[src/rtl/mem_port_arbiter.sv]
// mem_port_arbiter: shares one single-ported memory between the fetch stage
// (instruction reads) and the memory stage (loads/stores) of the pipeline.
// Grants one transaction at a time, returns read data with a one-cycle ack,
// and drives stall signals while a requester waits.
//
// Optional feature macro: MEM_ARB_TIMEOUT_EN (busy watchdog, TIMEOUT_CYC param,
// sticky arb_err). Without it the arbiter waits indefinitely and arb_err is 0.
//
// Ports:
//   clk, reset                 clock (rising edge), async active-high reset
//   i_req/i_addr               fetch read request (held until i_ack) / address
//   i_rdata/i_ack              instruction data / one-cycle completion pulse
//   d_read/d_write             load / store request (held until d_ack)
//   d_addr/d_wdata             data address / store data
//   d_rdata/d_ack              load data / one-cycle completion pulse
//   mem_req/mem_we             memory transaction active / write enable
//   mem_addr/mem_wdata         memory address / write data
//   mem_rdata/mem_ready        memory read data / one-cycle completion pulse
//   fetch_stall/mem_stall      combinational pipeline freeze requests
//   arb_err                    sticky watchdog timeout flag
module mem_port_arbiter #(
    parameter int unsigned STARVE_LIMIT = 4
`ifdef MEM_ARB_TIMEOUT_EN
    ,
    parameter int unsigned TIMEOUT_CYC = 16
`endif
) (
    input  logic        clk,
    input  logic        reset,
    input  logic        i_req,
    input  logic [31:0] i_addr,
    output logic [31:0] i_rdata,
    output logic        i_ack,
    input  logic        d_read,
    input  logic        d_write,
    input  logic [31:0] d_addr,
    input  logic [31:0] d_wdata,
    output logic [31:0] d_rdata,
    output logic        d_ack,
    output logic        mem_req,
    output logic        mem_we,
    output logic [31:0] mem_addr,
    output logic [31:0] mem_wdata,
    input  logic [31:0] mem_rdata,
    input  logic        mem_ready,
    output logic        fetch_stall,
    output logic        mem_stall,
    output logic        arb_err
);

    localparam int unsigned CNT_W = $clog2(STARVE_LIMIT + 1);

    typedef enum logic [1:0] {
        IDLE   = 2'd0,
        BUSY_D = 2'd1,
        BUSY_I = 2'd2,
        DONE   = 2'd3
    } arbStateT;

    arbStateT         state;
    logic [CNT_W-1:0] starveCnt;
    logic             dataReq;
    logic             dataWins;

    assign dataReq  = d_read | d_write;
    // Data has priority unless fetch has been passed over STARVE_LIMIT times in a row.
    assign dataWins = dataReq & (~i_req | (starveCnt < CNT_W'(STARVE_LIMIT)));

    assign fetch_stall = i_req & ~i_ack;
    assign mem_stall   = dataReq & ~d_ack;

`ifdef MEM_ARB_TIMEOUT_EN
    localparam int unsigned TO_W = $clog2(TIMEOUT_CYC + 1);
    logic [TO_W-1:0] toCnt;
`else
    assign arb_err = 1'b0;
`endif

    // Arbitration FSM with registered memory-side and requester-side outputs.
    always_ff @(posedge clk or posedge reset) begin
        if (reset) begin
            state     <= IDLE;
            starveCnt <= '0;
            mem_req   <= 1'b0;
            mem_we    <= 1'b0;
            mem_addr  <= '0;
            mem_wdata <= '0;
            i_rdata   <= '0;
            d_rdata   <= '0;
            i_ack     <= 1'b0;
            d_ack     <= 1'b0;
`ifdef MEM_ARB_TIMEOUT_EN
            toCnt     <= '0;
            arb_err   <= 1'b0;
`endif
        end else begin
            i_ack <= 1'b0;
            d_ack <= 1'b0;
            case (state)
                IDLE: begin
`ifdef MEM_ARB_TIMEOUT_EN
                    toCnt <= '0;
`endif
                    if (dataWins) begin
                        state     <= BUSY_D;
                        mem_req   <= 1'b1;
                        mem_we    <= d_write;   // read+write together counts as a write
                        mem_addr  <= d_addr;
                        mem_wdata <= d_wdata;
                        if (!i_req) begin
                            starveCnt <= '0;
                        end else if (starveCnt < CNT_W'(STARVE_LIMIT)) begin
                            starveCnt <= starveCnt + CNT_W'(1);
                        end
                    end else if (i_req) begin
                        state     <= BUSY_I;
                        mem_req   <= 1'b1;
                        mem_we    <= 1'b0;
                        mem_addr  <= i_addr;
                        mem_wdata <= '0;
                        starveCnt <= '0;
                    end
                end
                BUSY_D, BUSY_I: begin
                    if (mem_ready) begin
                        state   <= DONE;
                        mem_req <= 1'b0;
                        if (state == BUSY_I) begin
                            i_ack   <= 1'b1;
                            i_rdata <= mem_rdata;
                        end else begin
                            d_ack <= 1'b1;
                            if (!mem_we) begin
                                d_rdata <= mem_rdata;
                            end
                        end
`ifdef MEM_ARB_TIMEOUT_EN
                    end else if (toCnt == TO_W'(TIMEOUT_CYC - 1)) begin
                        // Watchdog abort: complete the handshake with a poison value.
                        state   <= DONE;
                        mem_req <= 1'b0;
                        arb_err <= 1'b1;
                        if (state == BUSY_I) begin
                            i_ack   <= 1'b1;
                            i_rdata <= 32'hDEADBEEF;
                        end else begin
                            d_ack   <= 1'b1;
                            d_rdata <= 32'hDEADBEEF;
                        end
                    end else begin
                        toCnt <= toCnt + TO_W'(1);
`endif
                    end
                end
                DONE: begin
                    state <= IDLE;
                end
                default: begin
                    state <= IDLE;
                end
            endcase
        end
    end

endmodule
[config.mk]
export PLATFORM = sky130hd
export DESIGN_NAME = mem_port_arbiter
export DESIGN_NICKNAME = d
export VERILOG_FILES = /design/src/rtl/mem_port_arbiter.sv
export SDC_FILE = /design/constraint.sdc
export NUM_CORES = 1
export LEC_CHECK = 0
export ABC_CLOCK_PERIOD_IN_PS = 4100
export CAP_MARGIN = 20
export CORE_MARGIN = 2
export CORE_UTILIZATION = 36
export DETAILED_ROUTE_END_ITERATION = 8
export PLACE_DENSITY_LB_ADDON = 0.08
export SETUP_SLACK_MARGIN = 0.05
export SLEW_MARGIN = 20
export SYNTH_ARGS = -nofsm -noshare
export SYNTH_HDL_FRONTEND = slang
export SYNTH_SLANG_ARGS = --single-unit
[constraint.sdc]
create_clock -name clk -period 4.1 [get_ports clk]
set_clock_uncertainty 0.15 [all_clocks]
set_input_delay 0.41 -clock clk [delete_from_list [all_inputs] [get_ports clk]]
set_output_delay 0.41 -clock clk [all_outputs]
set_load 0.01 [all_outputs]
==> flow_summary.json, run 1 <==
{
  "dpl.hpwl_mm": 10.8,
  "grt_use_total": 0.183,
  "power.density_nw_per_um2": 766,
  "drt-total-wl_mm": 14.8,
  "core_um2": 15100,
  "numCtsBuffers": 17,
  "cp.buffers_inverters": 2,
  "final_core_utilization": 0.587,
  "drtIter0Drc": 173,
  "cp-end-kind": "output port",
  "crit_fanout": 7,
  "antenna_found_initial": 0,
  "cts-root-buf": "clkbuf_16",
  "yosysWarnings": 0,
  "worst_pin_slew_ps": 707,
  "finalMaxSlewViolations": 0,
  "fin_setup_tns_ps": 0,
  "yosysTopAreaCell": "dfrtp_1",
  "port_buffers": 267,
  "critPathKind": "input pin to output port",
  "ir_worst_vdd_uv": 462,
  "placed_area_um2": 8340,
  "cp_slowest_cell": "clkdlybuf4s50_1",
  "yosysUniqueCellTypes": 33,
  "grt_pass1_wl_mm": 23.1,
  "cpLargestDelayFamily": "buffers and inverters",
  "die_width_um": 128,
  "std_cell_rows": 45,
  "report.final.setup_viol": 0,
  "cts.reportedPaths.clkPinSlew_ps": 60,
  "syn_to_final_growth_pct": 60.1,
  "die_area_um2": 16400,
  "finalCriticalPeriod_ps": 2550,
  "synth_area_um2": 5550,
  "overflow": 0,
  "ys_seq_area_frac": 0.618,
  "htree_levels": 4,
  "syn_nets": 536,
  "clock-sinks": 137,
  "postRouteAntennaNets": 0,
  "avgSynthCellArea_um2": 13.9,
  "rsz0062_at_grt": "false",
  "drive_gt1_frac": 0.121,
  "start_kind": "input pin",
  "cts-resized-gates": 0,
  "p_leak_uw": 0.00378,
  "multiInputGateArea_um2": 1910,
  "cpPeakStageDelay_ps": 730,
  "netlist.area_leader.share": 0.618,
  "register_area_um2": 3430,
  "relSlewSlack": 0.528,
  "vias_per_cell": 4.82,
  "finalHoldViolCount": 0,
  "cts_tree": "built",
  "status": "finished clean",
  "fin_area_um2": 8890,
  "grt_pass1_vias": 4317,
  "route.detailed.drc": 0,
  "syn_inst": 399,
  "synth_seq_cells": 137,
  "clkLatencyLatePin_ps": 410,
  "dieHeight_um": 128,
  "fmax_mhz": 393,
  "hold_path_class": "input pin to asynchronous set/reset pin",
  "via_count": 4172,
  "crit_required_ps": 3540,
  "cts_hold_buffers": 0,
  "cts_setup_buffers": 0,
  "wl_per_cell_um": 17.1,
  "first_pass_iters": 4,
  "fin_crit_sh": 0.621,
  "r2r_setup_slack_ps": 2010,
  "diodes": 0,
  "layout.nets": 801,
  "grt_max_degree": 72,
  "cp.arrival_ps": 1990,
  "path_cells": "clkdlybuf4s50_1 -> nor2_1 -> nor2_1 -> clkdlybuf4s50_1",
  "fillers": 1215,
  "start_util": 0.366,
  "synth.area.top_cells": "dfrtp_1 62%, mux2_2 6.9%, mux2_1 6.1%",
  "cap_violations": 0,
  "ios": 269,
  "routabilityCongestion": 0.782,
  "clockBufferDepth": 2
}
metrics by stage:
stage	instances	setup WS, ps	hold WS [ps]	total power (uW)
2_1_floorplan	399	1830	300	3790
3_3_place_gp	833	1440	315	5420
3_5_place_dp	833	1340	325	5480
4_1_cts	865	1540	287	6920
5_1_grt	865	1470	350	7260
6_report	865	1550	284	6810
path summary, 6_finish.rpt:
kind	startpoint	cells after the start	to
worst max-delay path	d_write	4	mem_stall
worst min-delay path	reset	2	d_rdata[13]
worst max register to register	state[0]	6	d_rdata[30]
worst min register to register	mem_addr[22]	2	mem_addr[22]
max in group asynchronous	reset	3	mem_addr[28]
min in group clk	mem_addr[22]	2	mem_addr[22]
layout by cell type, fill, tap and decap left out, types with 2 or more instances in the layout:
| cell | instances |
|---|---|
| inv_1 | 3 |
| a21oi_1 | 2 |
| clkdlybuf4s50_1 | 267 |
| mux2_2 | 34 |
| mux2i_1 | 33 |
| mux2_1 | 30 |
| inv_6 | 3 |
| ha_1 | 3 |
| nand3_1 | 2 |
| clkbuf_16 | 17 |
| buf_4 | 7 |
| nor2b_1 | 2 |
| nor2_1 | 4 |
| clkinvlp_4 | 4 |
| clkinv_2 | 4 |
| nand2_1 | 37 |
| o21ai_1 | 21 |
| clkbuf_8 | 2 |
| a22o_1 | 33 |
| dfrtp_1 | 137 |
| clkinv_4 | 3 |
| o21ai_0 | 13 |
cells in the mapped netlist (all sizes together):
library cell and count:
a22o 33, nand4b 1, o31ai 1, and2 1, buf 28, a2bb2oi 1, inv 4, clkbuf 1
mux2i 33, conb 1, nor4b 1, nand2b 1, dfrtp 137, mux2 64, a32o 1, or4b 1
a221oi 1, o2111ai 1, o2bb2ai 1, nor3 1, nand2 37, o21ai 34, nor2b 2, a21oi 2
a21o 1, nand3 2, o211ai 1, nor2 4, ha 3
report_power, final:
group          switching [uW]  leakage (uW)  total (uW)  internal (uW)
logic                    1280       0.00185        3050           1770
clock network             584      0.000266        1390            807
registers                 346       0.00167        2370           2020
total                    2210       0.00378        6810           4610
area by class of cell:
class / instances / share of cell area
Clock buffer: 19 / 0.0510
Sequential cell: 137 / 0.386
Timing Repair Buffer: 275 / 0.309
Tap cell: 188 / 0.0265
Inverter: 4 / 0.00211
Clock inverter: 13 / 0.0107
Multi-Input combinational cell: 229 / 0.215
routing by layer:
metal	routed length [um]	vias to the layer above	track usage
li1	-	1947	-
met1	6030	2032	0.220
met2	6990	177	0.286
met3	1540	16	0.0881
met4	236	0	0.0679
met5	0	-	0
sequential cells by signal, indices dropped and copies added, names as in the netlist:
signal     count
d_rdata       32
state          2
i_ack          1
mem_req        1
mem_we         1
mem_addr      32
d_ack          1
starveCnt      3
mem_wdata     32
i_rdata       32
cells by family (layout without fill, tap and decap cells):
group / Yosys count / count (layout) / synth area share
fa+ha+maj: 3 / 3 / 0.00676
compound gates: 77 / 77 / 0.103
buf+inv: 33 / 311 / 0.0394
other cells: 1 / 1 / 0.000676
flops: 137 / 137 / 0.618
simple gates: 51 / 51 / 0.0431
mux: 97 / 97 / 0.189
No activity file was read; power rests on OpenSTA's default activity.
==> inputs of run 2 (changes only) <==
Settings changed: ABC_CLOCK_PERIOD_IN_PS 4100 to 2140.
Clock period 4.1 ns to 2.14 ns, I/O delays scaled along.
==> run 2 against run 1 <==
Hold slack lost 250 ps. Wire length grew 0.95%. Highest routed layer unchanged. Count of clock-buffer cells in the layout grew 1. Largest power group unchanged. Cell area grew 2.6%.
==> flow_summary.json, run 2 (synthesis results as in run 1) <==
{
  "path_cells": "clkdlybuf4s50_1 -> nor2_1 -> nor2_1 -> clkdlybuf4s50_1",
  "cts.reportedPaths.clkPinSlew_ps": 60,
  "status": "finished clean",
  "syn_to_final_growth_pct": 64.2,
  "report.final.setup_viol": 0,
  "diodes": 0,
  "hold_path_class": "input pin to asynchronous set/reset pin",
  "rsz0062_at_grt": "false",
  "core_um2": 15100,
  "postRouteAntennaNets": 0,
  "start_kind": "input pin",
  "final_core_utilization": 0.602,
  "dpl.hpwl_mm": 10.9,
  "clkLatencyLatePin_ps": 410,
  "cts_tree": "built",
  "drtIter0Drc": 125,
  "grt_max_degree": 72,
  "die_area_um2": 16400,
  "ios": 269,
  "r2r_cells": 6,
  "antenna_found_initial": 0,
  "wl_per_cell_um": 17.2,
  "finalHoldViolCount": 0,
  "htree_levels": 4,
  "port_buffers": 267,
  "worst_pin_slew_ps": 509,
  "cp-end-kind": "output port",
  "ir_worst_vdd_uv": 766,
  "routabilityCongestion": 0.731,
  "relSlewSlack": 0.660,
  "power.density_nw_per_um2": 1500,
  "layout_commonest_cell": "clkdlybuf4s50_1",
  "crit_required_ps": 1780,
  "p_leak_uw": 0.00389,
  "hold_slack_ps": 38.5,
  "dieHeight_um": 128,
  "die_width_um": 128,
  "drive_gt1_frac": 0.129,
  "fmax_mhz": 515,
  "layout.nets": 807,
  "finalMaxSlewViolations": 0,
  "first_pass_iters": 4,
  "vias_per_cell": 4.81,
  "cts_hold_buffers": 0,
  "critPathKind": "input pin to output port",
  "grt_pass1_wl_mm": 23.2,
  "overflow": 0,
  "via_count": 4186,
  "placed_area_um2": 8460,
  "mostFrequentLayoutCells": "266 x clkdlybuf4s50_1, 137 x dfrtp_1, 37 x nand2_1, 34 x mux2_2",
  "fin_setup_tns_ps": 0,
  "fin_crit_sh": 0.908,
  "route.detailed.drc": 0,
  "grt_pass1_vias": 4421,
  "cpPeakStageDelay_ps": 570,
  "cp_slowest_cell": "clkdlybuf4s50_1",
  "cp.arrival_ps": 1580,
  "drt-total-wl_mm": 14.9,
  "start_util": 0.366,
  "clockBufferDepth": 2,
  "cts-root-buf": "clkbuf_16",
  "std_cell_rows": 45,
  "finalCriticalPeriod_ps": 1940,
  "numCtsBuffers": 17,
  "grt_use_total": 0.184,
  "fin_area_um2": 9110,
  "crit_fanout": 3,
  "clock-sinks": 137,
  "cap_violations": 0
}
==> run 2: cell types whose count changed in the layout (fill, tap and decap cells not counted) <==
cell / before / now
clkbuf_8: 2 / 3
dlymetal6s2s_1: 0 / 1
inv_6: 3 / 4
clkdlybuf4s50_1: 267 / 266
clkinv_2: 4 / 0
buf_12: 1 / 7
bufinv_16: 0 / 4
clkinv_4: 3 / 1
==> run 2: cell type report <==
class	count	area [um^2]
clock buffer	20	467
clock inverter	12	186
fill	1196	6030
inverter	4	18.8
multi-input combinational	229	1910
sequential	137	3430
tap	188	235
timing repair buffer	281	2870
==> run 2: worst max-delay path: cells and delay by family <==
kind | cells | cell delay [ps]
buf+inv | 2 | 1130
simple gates | 2 | 230
==> run 2: path summary, 6_finish.rpt <==
kind	start	end	slack (ps)
hold / removal	reset	d_rdata[13]	40
hold reg to reg	mem_addr[18]	mem_addr[18]	330
min in group clk	d_wdata[29]	mem_wdata[29]	250
setup / recovery	d_read	mem_stall	200
setup reg to reg	state[0]	d_rdata[12]	200
max in group asynchronous	reset	mem_wdata[2]	1220
==> run 2: power breakdown <==
group | total [uW] | leakage [uW] | internal [uW] | switching, uW
clock network | 3190 | 0.000310 | 2060 | 1130
registers | 4540 | 0.00167 | 3880 | 662
logic | 5930 | 0.00191 | 3480 | 2450
total | 13700 | 0.00389 | 9410 | 4240
==> run 2: through the flow <==
step | setup WS [ps] | cells | total power (uW)
after global routing | 101 | 871 | 14500
final | 197 | 871 | 13700
after CTS | 86.9 | 871 | 13900
after floorplan | 68.9 | 399 | 7260
after global placement | 46.1 | 839 | 10500
after detailed placement | 15.3 | 839 | 10600
==> run 2: timing repair <==
action,CTS,global route
buffers inserted,0,0
hold endpoints to repair,0,0
setup endpoints to repair,0,1
resized for setup,0,1
==> run 2: per-layer routing <==
metal  global-route usage  share of wire  routed length, um
met1                0.213           0.40               5960
met2                0.299           0.48               7170
met3               0.0793          0.098               1460
met4               0.0808          0.023                343
met5                    0              0                  0
